$ cat src/rtl/sr_config_loader.sv
// ---------------------------------------------------------------------------
// sr_config_loader
//   Controller-side serializer for the PS-PWM configuration shift register.
//   A START request captures the parallel config word, which is then shifted
//   out LSB first on Data_SR, one bit per rising edge of CLK_SR. A trailing
//   low phase closes the frame, followed by a one-cycle DONE pulse.
//
//   Every CLK_SR phase (low or high) lasts HALF_PERIOD system clocks.
//   Data_SR changes only on the CLK edge where CLK_SR falls. The receiver
//   therefore sees HALF_PERIOD cycles of setup and of hold around each
//   CLK_SR rise.
//
// Ports
//   CLK        in   system clock, rising edge
//   RST_N      in   asynchronous active-low reset
//   START      in   frame request, honoured only while idle
//   ABORT      in   cancels a frame in progress; blocks START while idle
//   CFG_DATA   in   config word, captured when START is accepted
//   BUSY       out  frame in progress
//   DONE       out  one-cycle pulse when a frame completes normally
//   CLK_SR     out  shift clock to the config shift register
//   Data_SR    out  serial data to the config shift register
//   state_dbg  out  current FSM state (debug visibility)
//
// Handshake: START is a level request. It is accepted on the first rising
//   CLK edge where the FSM is idle, START=1 and ABORT=0. Requests made while
//   BUSY=1 are dropped, not queued. All outputs are registered.
// ---------------------------------------------------------------------------
module sr_config_loader #(
  parameter int CFG_WIDTH   = 18,
  parameter int HALF_PERIOD = 5
) (
  input  logic                 CLK,
  input  logic                 RST_N,
  input  logic                 START,
  input  logic                 ABORT,
  input  logic [CFG_WIDTH-1:0] CFG_DATA,
  output logic                 BUSY,
  output logic                 DONE,
  output logic                 CLK_SR,
  output logic                 Data_SR,
  output logic [1:0]           state_dbg
);

  localparam int PH_W  = $clog2(HALF_PERIOD + 1);
  localparam int IDX_W = $clog2(CFG_WIDTH);

  localparam logic [PH_W-1:0]  PH_LAST  = PH_W'(HALF_PERIOD - 1);
  localparam logic [PH_W-1:0]  PH_ONE   = PH_W'(1);
  localparam logic [IDX_W-1:0] IDX_LAST = IDX_W'(CFG_WIDTH - 1);
  localparam logic [IDX_W-1:0] IDX_ONE  = IDX_W'(1);

  typedef enum logic [1:0] {
    ST_IDLE  = 2'd0,
    ST_SETUP = 2'd1,
    ST_HIGH  = 2'd2,
    ST_TAIL  = 2'd3
  } state_t;

  state_t               state_q,   state_d;
  logic [PH_W-1:0]      phase_q,   phase_d;
  logic [IDX_W-1:0]     bit_idx_q, bit_idx_d;
  logic [CFG_WIDTH-1:0] shreg_q,   shreg_d;
  logic                 busy_q,    busy_d;
  logic                 done_q,    done_d;
  logic                 clk_sr_q,  clk_sr_d;
  logic                 data_sr_q, data_sr_d;
  logic                 phase_end;

  // -------------------------------------------------------------------------
  // Next-state and next-output logic
  // -------------------------------------------------------------------------
  always_comb begin
    state_d   = state_q;
    phase_d   = phase_q;
    bit_idx_d = bit_idx_q;
    shreg_d   = shreg_q;
    done_d    = 1'b0;
    phase_end = (phase_q == PH_LAST);

    unique case (state_q)
      ST_IDLE: begin
        if (START && !ABORT) begin
          state_d   = ST_SETUP;
          phase_d   = '0;
          bit_idx_d = '0;
          shreg_d   = CFG_DATA;
        end
      end

      ST_SETUP: begin
        if (phase_end) begin
          state_d = ST_HIGH;
          phase_d = '0;
        end else begin
          phase_d = phase_q + PH_ONE;
        end
      end

      ST_HIGH: begin
        if (phase_end) begin
          phase_d = '0;
          // The bit index saturates at the last bit; the frame then goes to
          // the tail phase instead of wrapping.
          if (bit_idx_q != IDX_LAST) begin
            bit_idx_d = bit_idx_q + IDX_ONE;
            state_d   = ST_SETUP;
          end else begin
            state_d = ST_TAIL;
          end
        end else begin
          phase_d = phase_q + PH_ONE;
        end
      end

      ST_TAIL: begin
        if (phase_end) begin
          state_d = ST_IDLE;
          phase_d = '0;
          done_d  = 1'b1;
        end else begin
          phase_d = phase_q + PH_ONE;
        end
      end

      default: begin
        state_d = ST_IDLE;
        phase_d = '0;
      end
    endcase

    // ABORT overrides everything in a frame, including the final DONE.
    if (ABORT && (state_q != ST_IDLE)) begin
      state_d   = ST_IDLE;
      phase_d   = '0;
      bit_idx_d = '0;
      done_d    = 1'b0;
    end

    // Outputs are decoded from the next state, so the registers hold the
    // values that belong to the state being entered.
    busy_d    = (state_d != ST_IDLE);
    clk_sr_d  = (state_d == ST_HIGH);
    data_sr_d = ((state_d == ST_SETUP) || (state_d == ST_HIGH)) ?
                shreg_d[bit_idx_d] : 1'b0;
  end

  // -------------------------------------------------------------------------
  // State and output registers
  // -------------------------------------------------------------------------
  always_ff @(posedge CLK or negedge RST_N) begin
    if (!RST_N) begin
      state_q   <= ST_IDLE;
      phase_q   <= '0;
      bit_idx_q <= '0;
      shreg_q   <= '0;
      busy_q    <= 1'b0;
      done_q    <= 1'b0;
      clk_sr_q  <= 1'b0;
      data_sr_q <= 1'b0;
    end else begin
      state_q   <= state_d;
      phase_q   <= phase_d;
      bit_idx_q <= bit_idx_d;
      shreg_q   <= shreg_d;
      busy_q    <= busy_d;
      done_q    <= done_d;
      clk_sr_q  <= clk_sr_d;
      data_sr_q <= data_sr_d;
    end
  end

  assign BUSY      = busy_q;
  assign DONE      = done_q;
  assign CLK_SR    = clk_sr_q;
  assign Data_SR   = data_sr_q;
  assign state_dbg = state_q;

endmodule

$ cat config.mk
export PLATFORM = sky130hd
export DESIGN_NAME = sr_config_loader
export DESIGN_NICKNAME = d
export VERILOG_FILES = /design/src/rtl/sr_config_loader.sv
export SDC_FILE = /design/constraint.sdc
export NUM_CORES = 1
export LEC_CHECK = 0
export ABC_AREA = 1
export CORE_MARGIN = 1
export CORE_UTILIZATION = 57
export CTS_CLUSTER_SIZE = 28
export DETAILED_ROUTE_END_ITERATION = 12
export HOLD_SLACK_MARGIN = 0.1
export PLACE_DENSITY = 0.84
export SYNTH_ARGS = -nofsm -noshare
export SYNTH_HDL_FRONTEND = slang
export SYNTH_SLANG_ARGS = --single-unit
$ cat constraint.sdc
create_clock -name CLK -period 5.2 [get_ports CLK]
set_clock_uncertainty 0.15 [all_clocks]
set_input_delay 1.3 -clock CLK [delete_from_list [all_inputs] [get_ports CLK]]
set_output_delay 1.3 -clock CLK [all_outputs]
set_load 0.01 [all_outputs]
# ---- After elaboration in Yosys (flattened, before gate mapping)
# Index checks and enable logic that the tools add are counted.
dict set report classes {
  n_eq_ne 8
  n_addsub 2
  n_reduce_logical 8
  n_mux 24
  magnitude_cmp 1
}
# operator n
set op_table {}
lappend op_table {{two-way mux 18 bit} 2}
lappend op_table {{two-way mux 5 bit} 4}
lappend op_table {{two-way mux 2 bit} 6}
lappend op_table {{one-hot mux 5 bit (2 select lines)} 1}
lappend op_table {{two-way mux 3 bit} 3}
lappend op_table {{one-hot mux 2 bit (4 select lines)} 1}
lappend op_table {{equality test 2 bit (second input constant)} 3}
lappend op_table {{< comparator 5 x 6 -> 1 bit (second input constant)} 1}
lappend op_table {{one-hot mux 3 bit (2 select lines)} 1}
lappend op_table {{adder 5 x 1 -> 5 bit (second input constant)} 1}
lappend op_table {{binary-select mux 1 bit (select 5 bit)} 1}
lappend op_table {{two-way mux 1 bit} 5}
lappend op_table {{!= test 5 bit (second input constant)} 1}
lappend op_table {{equality test 2 x 1 -> 1 bit (second input constant)} 2}
lappend op_table {{nonzero test 2 bit} 2}
lappend op_table {{adder 3 x 1 -> 3 bit (second input constant)} 1}
lappend op_table {{equality test 3 bit (second input constant)} 1}
lappend op_table {{!= test 3 bit (second input constant)} 1}
lappend op_table {{OR reduction 3 bit} 1}
lappend op_table {{logical AND 1 bit} 2}
lappend op_table {{zero test 2 bit} 1}
lappend op_table {{zero test 1 bit} 1}
lappend op_table {{logical OR 1 bit} 1}
dict set report totals {
  out_inout_bits 6
  in_bits 22
  regBits 32
}

# ---- Longest topological paths before layout
dict set report logic_depth {
  depth_word 8
  depth_mapped 17
  ltp_nobuf 17
}

# ---- Worst setup path after synthesis
# Ideal clock, no wire load.
dict set report synth_path {
  path_kind {input to register}
  startpoint {input ABORT}
  endpoint {register data_sr_q (netlist: Data_SR)}
  n_path_buf 1
  t_arrival_ps 2404
  setup_ps 117
  path_slack_ps 2530
  cell_stages 11
  cell_sequence {inv_1 nand2_4 inv_1 nand2_1 buf_2 nand2_1 nand2_1 ha_1 a21boi_1 nand2_1 nor2_1}
}
dict set report synth_between {
  elab_chain_cells 8
  word_cells_on_any_way 17
}
# element line_no
set synth_rtl {}
lappend synth_rtl {{start, declared} 36} ;# input logic ABORT,
lappend synth_rtl {{zero test 1 bit} 83} ;# if (START && !ABORT) begin
lappend synth_rtl {{logical AND 1 bit} 83}
lappend synth_rtl {{two-way mux 5 bit / two-way mux 2 bit (equally long branches)} 83}
lappend synth_rtl {{one-hot mux 5 bit (2 select lines) / one-hot mux 2 bit (4 select lines) (equally long branches)} 81} ;# unique case (state_q)
lappend synth_rtl {{two-way mux 5 bit / two-way mux 2 bit (equally long branches)} 133} ;# if (ABORT && (state_q != ST_IDLE)) begin
lappend synth_rtl {{binary-select mux 1 bit (select 5 bit), or another cell as far along} 145} ;# shreg_d[bit_idx_d] : 1'b0;
lappend synth_rtl {{two-way mux 1 bit (not written as such) / logical OR 1 bit (equally long branches)} {145, 144}}
lappend synth_rtl {{two-way mux 1 bit *} 144} ;# data_sr_d = ((state_d == ST_SETUP) || (state_d == ST_HIGH)) ?
lappend synth_rtl {{named net data_sr_d} 67} ;# logic data_sr_q, data_sr_d;
lappend synth_rtl {{end signal, assigned} 169} ;# data_sr_q <= data_sr_d;
lappend synth_rtl {{end, declared} 67}
# Mark *: on every way through the listed nets, which the timed path passes. The rest lies on a longest branch. The select of a mux whose other input is x is not followed.
# A chain may end at the register's enable or synchronous reset.

# ---- Worst setup path in the final report
# Same ends and word-level chain as after synthesis.

==> results.yml <==
detailed_routing:
  drt_iter0_markers: 50
  ant_nets: 0
  dr.pass1.iters: 8
  drc: 2
  num_vias: 1391
  viasPerCell: 5.08
  drt-total-wl_um: 3130
  wl_per_cell_um: 11.4
sta:
  whs_ns: 0.333
  setup_violations: 0
  max_freq_mhz: 309
  drv_slew: 0
  grt_setup_unrepaired: "no"
  post-route-min-period_ns: 3.24
  relSlewSlack: 0.572
  fin_tns_setup_ns: 0
  worst_pin_slew_ns: 0.640
  hold_viol_final: 0
  post-route-period-util: 0.622
worst_setup_path:
  crit_arrival_ns: 3.36
  cp_data_required_time_ns: 5.32
  start_kind: "input port"
  crit_type: "in -> reg"
  crit_fanout: 20
  crit_path_end_kind: "register"
logic_synthesis:
  synth_area_leaders: "dfrtp_1 (47%), nand2_1 (17%), inv_1 (5.3%)"
  ys_warn_count: 0
  yosysMostFrequentCell: "nand2_1"
  synth-seq-area-share: 0.467
  ys_types: 28
  yosysTopAreaCell: "dfrtp_1"
  synth_top_cell_area_share: 0.467
  synthFlopType: "dfrtp_1"
  synth_edf_count: 0
  syn_inst: 211
  syn-num-nets: 239
  ys_ff_latch: 32
  syn_area_mm2: 0.00171
  synth_common_cells: "nand2_1 (78), dfrtp_1 (32), inv_1 (24)"
  syn_area_per_cell_um2: 8.12
  async_flop_share: 1.00
cells_and_area:
  drive_above_1_share: 0.115
  n_antenna_cell: 0
  ff_latch_area_um2: 801
  fin_nets: 271
  area_growth_pct: 20.7
  multi_input_area_um2: 781
  fin_util: 0.737
  nFillCells: 243
  finalNonFillerCells: 274
pwr:
  power.leakage_nw: 1.10
  power.density_mw_per_mm2: 413
  ir_drop_mv: 0.260
place:
  place.gp.congestion: 0.775
  io_buffers: 27
  dp_hpwl_um: 2280
  placed_cells: 267
grt:
  antenna_found_initial: 0
  grt_start_max_net_pins: 33
  grt_pass1_wl_um: 5740
  grt_pass1_vias: 1349
  track_usage: 0.237
  overflow: 0
die:
  core-area_mm2: 0.00281
  start_util: 0.611
  die_w_um: 56.8
  io_pins: 28
  die_y_um: 56.8
  rows: 19
  dieArea_mm2: 0.00323
outcome:
  outcome: "finished with violations"
  violations: "design-rule violations"
min_path:
  hp-class: "reg -> reg"
clock_network:
  cts_root_buf: "clkbuf_4"
  ctsLongestPathBuffers: 2
  clk_pin_slew_ns: 0.09
  cts_tree: "done"
  htree_levels: 2
  cts_setup_buffers: 0
  worstSkewPairLatency_ns: 0.33
  cts_resized: 0
  clock_sinks: 32
  hold_buffers: 0
  numCtsBuffers: 5
run:
  cap_violations: 0
-- state kept, by name, summed over array words and instances, names as in the netlist --
register	count
bit_idx_q	5
state_dbg	2
BUSY	1
DONE	1
shreg_q	18
Data_SR	1
phase_q	3
CLK_SR	1
-- kinds of logic after synthesis --
| logic type | synth area share |
|---|---|
| multiplexers | 0.00584 |
| adder cells (fa/ha/maj) | 0.0438 |
| AO/OA/AOI/OAI | 0.0468 |
| AND/OR/NAND/NOR | 0.344 |
| XOR/XNOR | 0.0153 |
| flip-flops | 0.467 |
| buffers and inverters | 0.0767 |
-- path summary, 6_finish.rpt --
path	startpoint	endpoint	slack (ns)	depth (start not counted)
worst max-delay path	ABORT	Data_SR	1.96	15
worst min register to register	shreg_q[7]	shreg_q[7]	0.33	2
min in group asynchronous	RST_N	CLK_SR	1.21	2
worst max register to register	state_dbg[1]	Data_SR	3.02	11
worst min-delay path	shreg_q[7]	shreg_q[7]	0.33	2
max in group asynchronous	RST_N	bit_idx_q[4]	3.40	2
-- report_power, final --
| group | internal (mW) | switching [mW] | total (mW) |
|---|---|---|---|
| Sequential | 0.336 | 0.0372 | 0.373 |
| Clock | 0.0766 | 0.0810 | 0.158 |
| Combinational | 0.134 | 0.189 | 0.322 |
-- routing by layer --
layer  wire [µm]  vias up  track usage
met5           0        -            0
met4          48        0       0.0836
met3         130        8       0.0691
met2        1510       33        0.410
met1        1430      627        0.279
li1            -      723            -
-- critical path, cell delays in order --
cell,delay [ns]
clkdlybuf4s50_1,0.50
inv_1,0.10
nand2_4,0.10
inv_1,0.06
nand2_1,0.47
nand2_1,0.11
nor2_1,0.12
nand2_1,0.11
nand3_1,0.10
nor2_1,0.05
nor2_1,0.08
nand3_1,0.07
nand2_1,0.06
nand2_1,0.04
nor2_1,0.09
-- layout make-up --
class,count,share of cell area
multi-input cells,149,0.378
inverters,27,0.0502
clock buffers,7,0.0315
flip-flops and latches,32,0.387
well taps,31,0.0188
repair buffers,28,0.134
-- placed cells by master (no fill, tap or decap), types with 2 or more instances in the layout --
cell and instances:
a21oi_1 5, clkbuf_4 5, clkbuf_8 2, clkdlybuf4s50_1 27, dfrtp_1 32, ha_1 6
inv_1 24, inv_2 2, nand2_1 78, nand2_2 4, nand2_4 3, nand3_1 17
nand4_1 2, nor2_1 9, nor2_2 2, nor2_4 3, o21ai_0 4, o21ai_1 2
or2_2 3, xor2_1 3
-- stage by stage --
step	power, mW	worst slack [ns]	area, µm²
2_1_floorplan	0.608	2.53	1710
3_3_place_gp	0.693	1.64	2000
3_5_place_dp	0.700	1.62	2000
4_1_cts	0.862	1.96	2070
5_1_grt	0.932	1.75	2070
6_report	0.853	1.96	2070
Note: power is estimated with default switching activity, not from simulation.
